## config.mk

```make
export PLATFORM = sky130hd
export DESIGN_NAME = cgra_context_sequencer_flat
export DESIGN_NICKNAME = d
export VERILOG_FILES = /design/src/rtl/cgra_context_sequencer_pkg.sv /design/src/rtl/cgra_context_sequencer_if.sv /design/src/rtl/cgra_context_sequencer_unpack.sv /design/src/rtl/cgra_context_sequencer.sv /design/src/flat_wrapper.sv
export SDC_FILE = /design/constraint.sdc
export NUM_CORES = 1
export LEC_CHECK = 0
export ABC_AREA = 1
export BUFFER_PORTS_ARGS = -buffer_cell sky130_fd_sc_hd__buf_2
export CORE_MARGIN = 5
export CORE_UTILIZATION = 47
export CTS_BUF_LIST = sky130_fd_sc_hd__clkbuf_8
export DETAILED_ROUTE_END_ITERATION = 8
export PLACE_DENSITY = 0.92
export SLEW_MARGIN = 10
export SYNTH_ARGS = -nofsm -noshare
export SYNTH_HDL_FRONTEND = slang
export SYNTH_HIERARCHICAL = 1
export SYNTH_SLANG_ARGS = --single-unit
```

## constraint.sdc

```tcl
create_clock -name clk -period 1.9 [get_ports clk]
set_input_delay 0.19 -clock clk [delete_from_list [all_inputs] [get_ports clk]]
set_output_delay 0.19 -clock clk [all_outputs]
set_load 0.01 [all_outputs]
```

## src/rtl/cgra_context_sequencer_pkg.sv

```systemverilog
`default_nettype none
// ============================================================================
// cgra_context_sequencer_pkg : widths, DM control field layout, sequencer states
// Revision: 1.0
// ============================================================================
package cgra_context_sequencer_pkg;

    localparam int C_NUM_PE    = 4;
    localparam int C_PE_CFG_W  = 7;
    localparam int C_DM_CTRL_W = 8;
    localparam int C_CM_ADDR_W = 6;
    localparam int C_LOOP_W    = 8;

    localparam int C_DM_RD_BIT   = 0;
    localparam int C_DM_WR_BIT   = 1;
    localparam int C_DM_ADDR_LSB = 2;

    function automatic int ctx_width(input int num_pe, input int pe_cfg_w, input int dm_ctrl_w);
        return num_pe * (pe_cfg_w + dm_ctrl_w);
    endfunction

    typedef enum logic [1:0] {
        ST_IDLE  = 2'd0,
        ST_RUN   = 2'd1,
        ST_DRAIN = 2'd2
    } seq_state_e;

endpackage
`default_nettype wire

```

## src/rtl/cgra_context_sequencer_if.sv

```systemverilog
`default_nettype none
// ============================================================================
// cgra_context_sequencer_if : run control, context memory and array config bus
// Revision: 1.0
// ============================================================================
interface cgra_context_sequencer_if
    import cgra_context_sequencer_pkg::*;
#(
    parameter int NUM_PE    = C_NUM_PE,
    parameter int PE_CFG_W  = C_PE_CFG_W,
    parameter int DM_CTRL_W = C_DM_CTRL_W,
    parameter int CM_ADDR_W = C_CM_ADDR_W,
    parameter int LOOP_W    = C_LOOP_W
) ();
    localparam int CTX_W = ctx_width(NUM_PE, PE_CFG_W, DM_CTRL_W);

    logic                        start_i;
    logic [CM_ADDR_W-1:0]        start_addr_i;
    logic [CM_ADDR_W-1:0]        end_addr_i;
    logic [LOOP_W-1:0]           loop_cnt_i;
    logic                        stall_i;
    logic                        abort_i;
    logic                        rd_cm_en_o;
    logic [CM_ADDR_W-1:0]        cm_addr_o;
    logic [CTX_W-1:0]            rd_cm_data_i;
    logic [NUM_PE*PE_CFG_W-1:0]  pe_config_o;
    logic [NUM_PE*DM_CTRL_W-1:0] dm_control_o;
    logic                        ctx_valid_o;
    logic                        busy_o;
    logic                        done_o;
    logic                        err_o;
    logic [LOOP_W-1:0]           iter_o;

    modport slave (
        input  start_i, start_addr_i, end_addr_i, loop_cnt_i, stall_i, abort_i, rd_cm_data_i,
        output rd_cm_en_o, cm_addr_o, pe_config_o, dm_control_o, ctx_valid_o, busy_o,
               done_o, err_o, iter_o
    );

    modport master (
        output start_i, start_addr_i, end_addr_i, loop_cnt_i, stall_i, abort_i, rd_cm_data_i,
        input  rd_cm_en_o, cm_addr_o, pe_config_o, dm_control_o, ctx_valid_o, busy_o,
               done_o, err_o, iter_o
    );
endinterface
`default_nettype wire

```

## src/rtl/cgra_context_sequencer_unpack.sv

```systemverilog
`default_nettype none
// ============================================================================
// cgra_context_sequencer_unpack : slices a context word into PE/DM lanes, NOP when invalid
// Revision: 1.0
// ============================================================================
module cgra_context_sequencer_unpack
    import cgra_context_sequencer_pkg::*;
#(
    parameter int NUM_PE    = C_NUM_PE,
    parameter int PE_CFG_W  = C_PE_CFG_W,
    parameter int DM_CTRL_W = C_DM_CTRL_W,
    parameter int CTX_W     = ctx_width(NUM_PE, PE_CFG_W, DM_CTRL_W)
) (
    input  wire logic                        ctx_valid_i,
    input  wire logic [CTX_W-1:0]            ctx_word_i,
    output logic      [NUM_PE*PE_CFG_W-1:0]  pe_config_o,
    output logic      [NUM_PE*DM_CTRL_W-1:0] dm_control_o
);
    localparam int PE_BUS_W = NUM_PE * PE_CFG_W;

    for (genvar n = 0; n < NUM_PE; n++) begin : g_lane
        logic [PE_CFG_W-1:0]  w_pe;
        logic [DM_CTRL_W-1:0] w_dm;

        assign w_pe = ctx_word_i[n*PE_CFG_W +: PE_CFG_W];
        assign w_dm = ctx_word_i[PE_BUS_W + n*DM_CTRL_W +: DM_CTRL_W];

        assign pe_config_o[n*PE_CFG_W +: PE_CFG_W] = ctx_valid_i ? w_pe : '0;

        // Each DM field is gated so no stray rd/wr strobe reaches a memory during a NOP.
        assign dm_control_o[n*DM_CTRL_W + C_DM_RD_BIT] = ctx_valid_i & w_dm[C_DM_RD_BIT];
        assign dm_control_o[n*DM_CTRL_W + C_DM_WR_BIT] = ctx_valid_i & w_dm[C_DM_WR_BIT];
        assign dm_control_o[n*DM_CTRL_W + C_DM_ADDR_LSB +: DM_CTRL_W-C_DM_ADDR_LSB] =
            ctx_valid_i ? w_dm[DM_CTRL_W-1:C_DM_ADDR_LSB] : '0;
    end

endmodule
`default_nettype wire

```

## src/rtl/cgra_context_sequencer.sv

```systemverilog
`default_nettype none
// ============================================================================
// cgra_context_sequencer : autonomous looping context-memory sequencer for the CGRA
// Revision: 1.0
// ============================================================================
module cgra_context_sequencer
    import cgra_context_sequencer_pkg::*;
#(
    parameter int NUM_PE    = C_NUM_PE,
    parameter int PE_CFG_W  = C_PE_CFG_W,
    parameter int DM_CTRL_W = C_DM_CTRL_W,
    parameter int CM_ADDR_W = C_CM_ADDR_W,
    parameter int LOOP_W    = C_LOOP_W
) (
    input  wire logic               clk,
    input  wire logic               reset,
    cgra_context_sequencer_if.slave bus
);
    localparam int CTX_W = ctx_width(NUM_PE, PE_CFG_W, DM_CTRL_W);

    seq_state_e           state_q, state_d;
    logic [CM_ADDR_W-1:0] pc_q, pc_d;
    logic [CM_ADDR_W-1:0] saddr_q, saddr_d;
    logic [CM_ADDR_W-1:0] eaddr_q, eaddr_d;
    logic [LOOP_W-1:0]    loop_q, loop_d;
    logic [LOOP_W-1:0]    iter_q, iter_d;
    logic                 ctx_valid_q;
    logic                 err_q, err_d;

    logic                 w_rd_en;
    logic                 w_done;
    logic                 w_last_pass;

    assign w_last_pass = (loop_q != '0) && (iter_q == loop_q - LOOP_W'(1));

    always_ff @(posedge clk) begin
        if (!reset) begin
            state_q     <= ST_IDLE;
            pc_q        <= '0;
            saddr_q     <= '0;
            eaddr_q     <= '0;
            loop_q      <= '0;
            iter_q      <= '0;
            ctx_valid_q <= 1'b0;
            err_q       <= 1'b0;
        end else begin
            state_q     <= state_d;
            pc_q        <= pc_d;
            saddr_q     <= saddr_d;
            eaddr_q     <= eaddr_d;
            loop_q      <= loop_d;
            iter_q      <= iter_d;
            ctx_valid_q <= w_rd_en;
            err_q       <= err_d;
        end
    end

    always_comb begin
        state_d = state_q;
        pc_d    = pc_q;
        saddr_d = saddr_q;
        eaddr_d = eaddr_q;
        loop_d  = loop_q;
        iter_d  = iter_q;
        err_d   = 1'b0;
        w_rd_en = 1'b0;
        w_done  = 1'b0;

        case (state_q)
            ST_IDLE: begin
                if (bus.start_i && !bus.abort_i) begin
                    if (bus.start_addr_i <= bus.end_addr_i) begin
                        saddr_d = bus.start_addr_i;
                        eaddr_d = bus.end_addr_i;
                        loop_d  = bus.loop_cnt_i;
                        pc_d    = bus.start_addr_i;
                        iter_d  = '0;
                        state_d = ST_RUN;
                    end else begin
                        err_d = 1'b1;
                    end
                end
            end
            ST_RUN: begin
                // Issue is suppressed in the abort cycle so no word is left in flight.
                if (bus.abort_i) begin
                    state_d = ST_IDLE;
                end else if (!bus.stall_i) begin
                    w_rd_en = 1'b1;
                    if (pc_q == eaddr_q) begin
                        pc_d = saddr_q;
                        if (iter_q != {LOOP_W{1'b1}}) begin
                            iter_d = iter_q + LOOP_W'(1);
                        end
                        if (w_last_pass) begin
                            state_d = ST_DRAIN;
                        end
                    end else begin
                        pc_d = pc_q + CM_ADDR_W'(1);
                    end
                end
            end
            ST_DRAIN: begin
                w_done  = !bus.abort_i;
                state_d = ST_IDLE;
            end
            default: begin
                state_d = ST_IDLE;
            end
        endcase
    end

    assign bus.rd_cm_en_o  = w_rd_en;
    assign bus.cm_addr_o   = w_rd_en ? pc_q : '0;
    assign bus.ctx_valid_o = ctx_valid_q;
    assign bus.busy_o      = (state_q != ST_IDLE);
    assign bus.done_o      = w_done;
    assign bus.err_o       = err_q;
    assign bus.iter_o      = iter_q;

    cgra_context_sequencer_unpack #(
        .NUM_PE    (NUM_PE),
        .PE_CFG_W  (PE_CFG_W),
        .DM_CTRL_W (DM_CTRL_W),
        .CTX_W     (CTX_W)
    ) u_unpack (
        .ctx_valid_i  (ctx_valid_q),
        .ctx_word_i   (bus.rd_cm_data_i),
        .pe_config_o  (bus.pe_config_o),
        .dm_control_o (bus.dm_control_o)
    );

endmodule
`default_nettype wire

```

## src/flat_wrapper.sv

```systemverilog
// flat-port wrapper written by rule: the top's interface ports become plain ports
module cgra_context_sequencer_flat import cgra_context_sequencer_pkg::*;
#(
    parameter int NUM_PE    = C_NUM_PE,
    parameter int PE_CFG_W  = C_PE_CFG_W,
    parameter int DM_CTRL_W = C_DM_CTRL_W,
    parameter int CM_ADDR_W = C_CM_ADDR_W,
    parameter int LOOP_W    = C_LOOP_W
)
  (clk, reset, bus_start_i, bus_start_addr_i, bus_end_addr_i, bus_loop_cnt_i, bus_stall_i, bus_abort_i, bus_rd_cm_data_i, bus_rd_cm_en_o, bus_cm_addr_o, bus_pe_config_o, bus_dm_control_o, bus_ctx_valid_o, bus_busy_o, bus_done_o, bus_err_o, bus_iter_o);
  cgra_context_sequencer_if #(.NUM_PE(NUM_PE), .PE_CFG_W(PE_CFG_W), .DM_CTRL_W(DM_CTRL_W), .CM_ADDR_W(CM_ADDR_W), .LOOP_W(LOOP_W)) bus_i ();
  input  wire logic clk;
  input  wire logic reset;
  input wire logic [$bits(bus_i.start_i)-1:0] bus_start_i;
  input wire logic [$bits(bus_i.start_addr_i)-1:0] bus_start_addr_i;
  input wire logic [$bits(bus_i.end_addr_i)-1:0] bus_end_addr_i;
  input wire logic [$bits(bus_i.loop_cnt_i)-1:0] bus_loop_cnt_i;
  input wire logic [$bits(bus_i.stall_i)-1:0] bus_stall_i;
  input wire logic [$bits(bus_i.abort_i)-1:0] bus_abort_i;
  input wire logic [$bits(bus_i.rd_cm_data_i)-1:0] bus_rd_cm_data_i;
  output wire logic [$bits(bus_i.rd_cm_en_o)-1:0] bus_rd_cm_en_o;
  output wire logic [$bits(bus_i.cm_addr_o)-1:0] bus_cm_addr_o;
  output wire logic [$bits(bus_i.pe_config_o)-1:0] bus_pe_config_o;
  output wire logic [$bits(bus_i.dm_control_o)-1:0] bus_dm_control_o;
  output wire logic [$bits(bus_i.ctx_valid_o)-1:0] bus_ctx_valid_o;
  output wire logic [$bits(bus_i.busy_o)-1:0] bus_busy_o;
  output wire logic [$bits(bus_i.done_o)-1:0] bus_done_o;
  output wire logic [$bits(bus_i.err_o)-1:0] bus_err_o;
  output wire logic [$bits(bus_i.iter_o)-1:0] bus_iter_o;
  assign bus_i.start_i = bus_start_i;
  assign bus_i.start_addr_i = bus_start_addr_i;
  assign bus_i.end_addr_i = bus_end_addr_i;
  assign bus_i.loop_cnt_i = bus_loop_cnt_i;
  assign bus_i.stall_i = bus_stall_i;
  assign bus_i.abort_i = bus_abort_i;
  assign bus_i.rd_cm_data_i = bus_rd_cm_data_i;
  assign bus_rd_cm_en_o = bus_i.rd_cm_en_o;
  assign bus_cm_addr_o = bus_i.cm_addr_o;
  assign bus_pe_config_o = bus_i.pe_config_o;
  assign bus_dm_control_o = bus_i.dm_control_o;
  assign bus_ctx_valid_o = bus_i.ctx_valid_o;
  assign bus_busy_o = bus_i.busy_o;
  assign bus_done_o = bus_i.done_o;
  assign bus_err_o = bus_i.err_o;
  assign bus_iter_o = bus_i.iter_o;
  cgra_context_sequencer #(.NUM_PE(NUM_PE), .PE_CFG_W(PE_CFG_W), .DM_CTRL_W(DM_CTRL_W), .CM_ADDR_W(CM_ADDR_W), .LOOP_W(LOOP_W)) u_core (.clk(clk), .reset(reset), .bus(bus_i));
endmodule
```

==> results.tsv, run 1 <==
metric	value	unit
fin_skew	0.0105	ns
synthMuxAreaShare	0	%
synthAdderAreaFrac	3.73	%
viasPerCell	4.89	
netlist.area_leader.share	25.2	%
grt_usage	23.3	%
fin_setup_tns	0	ns
die_x	90.2	um
synth.area.top_cells	dfxtp_1, nand2_1, inv_1, nor2_1, nand3_1	
cts_tree	yes	
ys_dominant_reg_cell	dfxtp_1	
numCtsBuffers	5	
wl_per_cell	13.4	um
die-area	8140	um2
async_reset_ff_share	0	%
vdd_drop_max	0.000481	V
finalHoldViolCount	0	
p_leak	2.56	nW
p_clk_share	24.9	%
grt_overflow	0	
dr.pass1.iters	4	
crit_path_start_kind	register	
worstPathRequired	2.14	ns
power_frac_seq	42.3	%
root_buffer	clkbuf_8	
drt_iter0_markers	168	
drv_cap	0	
final.setup.worst_slack	0.148	ns
clk_pin_slew_worst_paths	0.08	ns
dp_slack	0.0702	ns
worstSkewPairLatency	0.29	ns
grt_max_degree	44	
rsz0062_at_grt	false	
synth.most_common_cell	nand2_1	
synth_edf_count	0	
syn_area	3020	um2
fin_nets	755	
clock_path_buffers	2	
synth_compound_area_share	10.1	%
drc	0	
dp_hpwl	8460	um
run_status	completed	
avgSynthCellArea	6.05	um2
max_freq	571	MHz
powerDensity	537	nW/um2
setup_viol	0	
via_count	3626	
final_max_slew_viol_count	0	
worstMarginPinSlew	0.391	ns
grt_pass1_vias	3276	
synth_top_family_by_area	simple AND/OR/NAND/NOR gates	
ys_top_cells_by_count	nand2_1, inv_1, nor2_1	
path_max_fanout	5	
fin_crit_sh	92.2	%
min_period	1.75	ns
synthCells	500	
num_rows	29	
post_cts_buffers	0	
ios	164	
cts_max_level	2	
grt_pass1_wl	15800	um
start_util	47.9	%
ys_ff_latch	38	
die_y	90.2	um
p_total	2.13	mW
synth_xor_area_share	3.48	%
intPower	1.38	mW
yosys_warnings	6	
area_growth	31.0	%
p_switching	746	uW
synth_nets	594	
yosysTopAreaCell	dfxtp_1	
hold_path.class	input port to register	
postRouteAntennaNets	0	
gp_congestion	0.918	
end_kind	register	
yosys.area_share.simple	38.7	%
swShare	35.1	%
critical_path_class	register to register	
drive_gt1_share	35.0	%
combinationalPowerShare	32.8	%
synth_cell_types	36	
core_area	6310	um2
maxSlewHeadroom	73.8	%
io_buffers	163	
ys_seq_area_share	25.2	%
clkSinkCount	38	
cp.arrival	1.99	ns
wl	9960	um
antenna_found_initial	2	
[cell type report]
class | count | area [um2]
well taps | 77 | 96.3
flip-flops and latches | 38 | 763
inverters | 112 | 424
repair buffers | 170 | 881
multi-input cells | 334 | 1710
clock buffers | 5 | 68.8
fillers | 597 | 2350
clock inverters | 3 | 17.5
diodes | 2 | 5.00
[registers in the layout, summed over array words and instances (netlist names)]
name,flops
u_core/loop_q,8
u_core/state_q,2
u_core/eaddr_q,6
u_core/saddr_q,6
u_core/pc_q,6
u_core/bus.ctx_valid_o,1
u_core/bus.iter_o,8
u_core/bus.err_o,1
[placed cells by master, fill, tap and decap left out, types with 3 or more instances in the layout]
| master | netlist | routed |
|---|---|---|
| clkbuf_8 | 0 | 5 |
| nand2_1 | 137 | 137 |
| inv_1 | 93 | 94 |
| buf_2 | 0 | 163 |
| nor2_1 | 46 | 46 |
| nand2_4 | 3 | 3 |
| ha_1 | 9 | 8 |
| buf_4 | 1 | 6 |
| xor2_1 | 9 | 9 |
| xnor2_1 | 3 | 3 |
| nand3_1 | 32 | 32 |
| a21oi_1 | 29 | 29 |
| dfxtp_1 | 38 | 36 |
| nor2_4 | 5 | 5 |
| nor3_1 | 3 | 3 |
| inv_2 | 16 | 16 |
| nor2_2 | 3 | 3 |
| o21ai_0 | 25 | 25 |
| nand2_2 | 15 | 15 |
[kinds of logic (layout without fill, tap and decap cells)]
| kind of cell | Yosys count | count (layout) |
|---|---|---|
| XOR/XNOR | 12 | 12 |
| AND/OR/NAND/NOR | 255 | 255 |
| flip-flops | 38 | 38 |
| buffers and inverters | 128 | 290 |
| adder cells (fa/ha/maj) | 9 | 9 |
| AO/OA/AOI/OAI | 58 | 58 |
| other | 0 | 2 |
[power by group through the flow]
stage	Sequential [mW]	Clock, mW	Combinational [mW]
6_report	0.900	0.529	0.697
4_1_cts	0.898	0.536	0.688
2_1_floorplan	0.906	0	0.466
3_3_place_gp	0.913	0	0.655
3_5_place_dp	0.915	0	0.682
5_1_grt	0.905	0.583	0.784
[per-layer routing]
| metal | part of all wire, % | GRT usage, % | wire (um) | vias to the layer above |
|---|---|---|---|---|
| li1 | - | - | - | 1822 |
| met1 | 37 | 26.6 | 3730 | 1621 |
| met2 | 51 | 42.0 | 5110 | 161 |
| met3 | 8.4 | 5.43 | 840 | 22 |
| met4 | 2.8 | 8.68 | 282 | 0 |
| met5 | 0 | 0 | 0 | - |
[critical path, stage by stage, from the launching register on]
cell and delay (ns):
dfxtp_1 0.39, inv_1 0.14, ha_4 0.29, xor2_1 0.14, nand2_1 0.06, nor2_1 0.19
nand3_2 0.09, nor2_1 0.09, nand2_1 0.06, nand2_1 0.10, nand2_1 0.08, nor2_2 0.07
[per-stage QoR]
stage | hold WS (ns) | utilization, % | area [um2] | instances
floorplan | 0.333 | - | 3020 | 500
global placement | 0.439 | 61.1 | 3860 | 731
detailed placement | 0.447 | 61.1 | 3860 | 731
CTS | 0.142 | 62.4 | 3940 | 739
global route | 0.147 | 62.7 | 3960 | 741
finish | 0.148 | 62.7 | 3960 | 741
[worst paths after layout]
path | from | to | slack [ns] | cells after the start
worst max-delay path | u_core/loop_q[0] | u_core/state_q[1] | 0.15 | 11
worst max register to register | u_core/loop_q[0] | u_core/state_q[1] | 0.15 | 11
worst min-delay path | bus_loop_cnt_i[5] | u_core/loop_q[5] | 0.15 | 3
worst min register to register | u_core/saddr_q[2] | u_core/saddr_q[2] | 0.46 | 2
[what timing repair did]
item                                    in CTS  in global routing
endpoints found under the setup margin       0                  3
hold buffers                                 0                  0
gates resized for setup                      0                  3
hold endpoints to repair                     0                  0
Note: power is estimated with default switching activity, not from simulation.
==> inputs of run 2 (changes only) <==
--- a/config.mk
+++ b/config.mk
@@ -5,13 +5,14 @@
 export SDC_FILE = /design/constraint.sdc
 export NUM_CORES = 1
 export LEC_CHECK = 0
-export ABC_AREA = 1
 export BUFFER_PORTS_ARGS = -buffer_cell sky130_fd_sc_hd__buf_2
+export CORE_ASPECT_RATIO = 1.5
 export CORE_MARGIN = 5
-export CORE_UTILIZATION = 47
+export CORE_UTILIZATION = 45
 export CTS_BUF_LIST = sky130_fd_sc_hd__clkbuf_8
 export DETAILED_ROUTE_END_ITERATION = 8
-export PLACE_DENSITY = 0.92
+export PLACE_DENSITY = 0.91
+export REMOVE_ABC_BUFFERS = 1
 export SLEW_MARGIN = 10
 export SYNTH_ARGS = -nofsm -noshare
 export SYNTH_HDL_FRONTEND = slang
==> results.tsv, run 2 <==
metric	value	unit
fin_hold_ws	0.162	ns
area_growth	46.2	%
critical_path_class	register to register	
p_total	2.26	mW
ys_top_cells_by_count	and2_2, dfxtp_1, nor2b_1	
hold_path.class	input port to register	
vdd_drop_max	0.000514	V
min_period	1.84	ns
max_freq	542	MHz
synth.most_common_cell	and2_2	
fin_cells	578	
end_kind	register	
fill_cells	480	
placed_cells	567	
cp.arrival	2.08	ns
via_count	3014	
grt_overflow	0	
ys_dominant_reg_cell	dfxtp_1	
drive_gt1_share	56.5	%
worstPathRequired	2.13	ns
p_leak	2.10	nW
viasPerCell	5.21	
die-area	7760	um2
intPower	1.66	mW
postRouteAntennaNets	0	
maxSlewHeadroom	66.0	%
die_x	73.6	um
fin_nets	597	
setup_viol	0	
slowest_delay	0.52	ns
grt_max_degree	62	
layout_common_cells	buf_2, and2_2, dfxtp_1	
ys_ff_latch	38	
fin_skew	0.00757	ns
clkSinkCount	38	
post_dp_cell_area	3810	um2
final_area	3990	um2
cts_max_level	2	
yosys_warnings	6	
path_max_fanout	5	
final_common_cell	buf_2	
netlist.area_leader.share	27.8	%
slowest_stage	or4_4	
dr.pass1.iters	4	
start_util	46.5	%
clk_pin_slew_worst_paths	0.08	ns
dp_slack	-0.102	ns
final.setup.worst_slack	0.0554	ns
drc	0	
antenna_found_initial	2	
seqCellArea	767	um2
synth.area.top_cells	dfxtp_1, and2_2, mux2i_1, nor2b_1, xor2_1	
run_status	completed	
gp_congestion	0.923	
root_buffer	clkbuf_8	
drt_iter0_markers	112	
synth_cell_types	49	
num_rows	34	
worstSkewPairLatency	0.29	ns
hold_buffers	0	
yosysTopAreaCell	dfxtp_1	
drv_cap	0	
p_clk_share	38.2	%
async_reset_ff_share	0	%
final_util	68.0	%
worstMarginPinSlew	0.510	ns
fin_setup_tns	0	ns
power_frac_seq	38.1	%
synth_edf_count	0	
p_switching	598	uW
ios	164	
wl	9650	um
swShare	26.5	%
fin_crit_sh	97.1	%
io_buffers	163	
dp_hpwl	7840	um
ys_seq_area_share	27.8	%
grt_usage	24.5	%
rsz0062_at_grt	true	
crit_chain	xor2_2, nor4_4, a31o_4, o21ai_4, or4_4, a21oi_2	
crit_path_start_kind	register	
syn_area	2730	um2
avgSynthCellArea	8.65	um2
grt_pass1_vias	3021	
clock_path_buffers	2	
wl_per_cell	16.7	um
finalHoldViolCount	0	
final_max_slew_viol_count	0	
powerDensity	565	nW/um2
numCtsBuffers	5	
core_area	5870	um2
synthCells	316	
die_y	105	um
multi_input_area	1880	um2
grt_pass1_wl	14700	um
combinationalPowerShare	23.7	%
cts_tree	yes	
==> run 2: cell types whose count changed after synthesis, sizes merged, moves of 15 or more <==
cell   before  now
a21oi      29    4
nor2       54   12
nor2b       0   23
nand3      35    5
nand2     155   20
and2        0   68
mux2i       0   22
o21ai      27   12
inv       110    9
==> run 2: cell families after synthesis <==
logic type	count (synthesis)	share of synthesized area (%)
XOR/XNOR	21	6.73
AND/OR/NAND/NOR	156	37.2
multiplexers	23	8.47
buffers and inverters	25	4.26
AO/OA/AOI/OAI	44	11.4
flip-flops	38	27.8
adder cells (fa/ha/maj)	9	4.12
==> run 2: metal layers <==
| metal | vias up | GRT usage, % | wire [um] |
|---|---|---|---|
| met3 | 26 | 5.24 | 871 |
| li1 | 1446 | - | - |
| met5 | - | 0 | 0 |
| met2 | 154 | 47.7 | 5320 |
| met4 | 0 | 11.0 | 372 |
| met1 | 1388 | 23.0 | 3090 |
==> run 2: worst max-delay path: cells and delay by family (launching register included) <==
family | cells | cell delay [ns]
compound gates | 3 | 0.41
flops | 1 | 0.34
simple gates | 2 | 0.86
xor+xnor | 1 | 0.19
==> run 2: final cells by class <==
cell class | count | area share [%]
Clock inverter | 2 | 1.50
Antenna cell | 2 | 0.125
Clock buffer | 6 | 2.07
Timing Repair Buffer | 196 | 27.0
Tap cell | 72 | 2.26
Sequential cell | 38 | 19.2
Inverter | 9 | 0.846
Multi-Input combinational cell | 253 | 47.0
==> run 2: worst paths after layout <==
| kind | cells after the start | endpoint | start | slack, ns |
|---|---|---|---|---|
| min reg2reg | 2 | u_core/saddr_q[1] | u_core/saddr_q[1] | 0.54 |
| min | 3 | u_core/loop_q[0] | bus_loop_cnt_i[0] | 0.16 |
| max | 6 | u_core/bus.iter_o[5] | u_core/eaddr_q[5] | 0.06 |
| max reg2reg | 6 | u_core/bus.iter_o[5] | u_core/eaddr_q[5] | 0.06 |
==> run 2: repair_timing <==
item	CTS	global route
gates resized for setup	0	10
buffers inserted	0	1
endpoints found under the setup margin	0	8
==> run 2: power by group through the flow <==
| stage | Combinational, mW | Clock, mW | Sequential [mW] |
|---|---|---|---|
| CTS | 0.516 | 0.866 | 0.859 |
| global route | 0.589 | 0.914 | 0.864 |
| detailed placement | 0.510 | 0 | 0.877 |
| finish | 0.536 | 0.862 | 0.860 |
| floorplan | 0.261 | 0 | 0.879 |
| global placement | 0.493 | 0 | 0.875 |
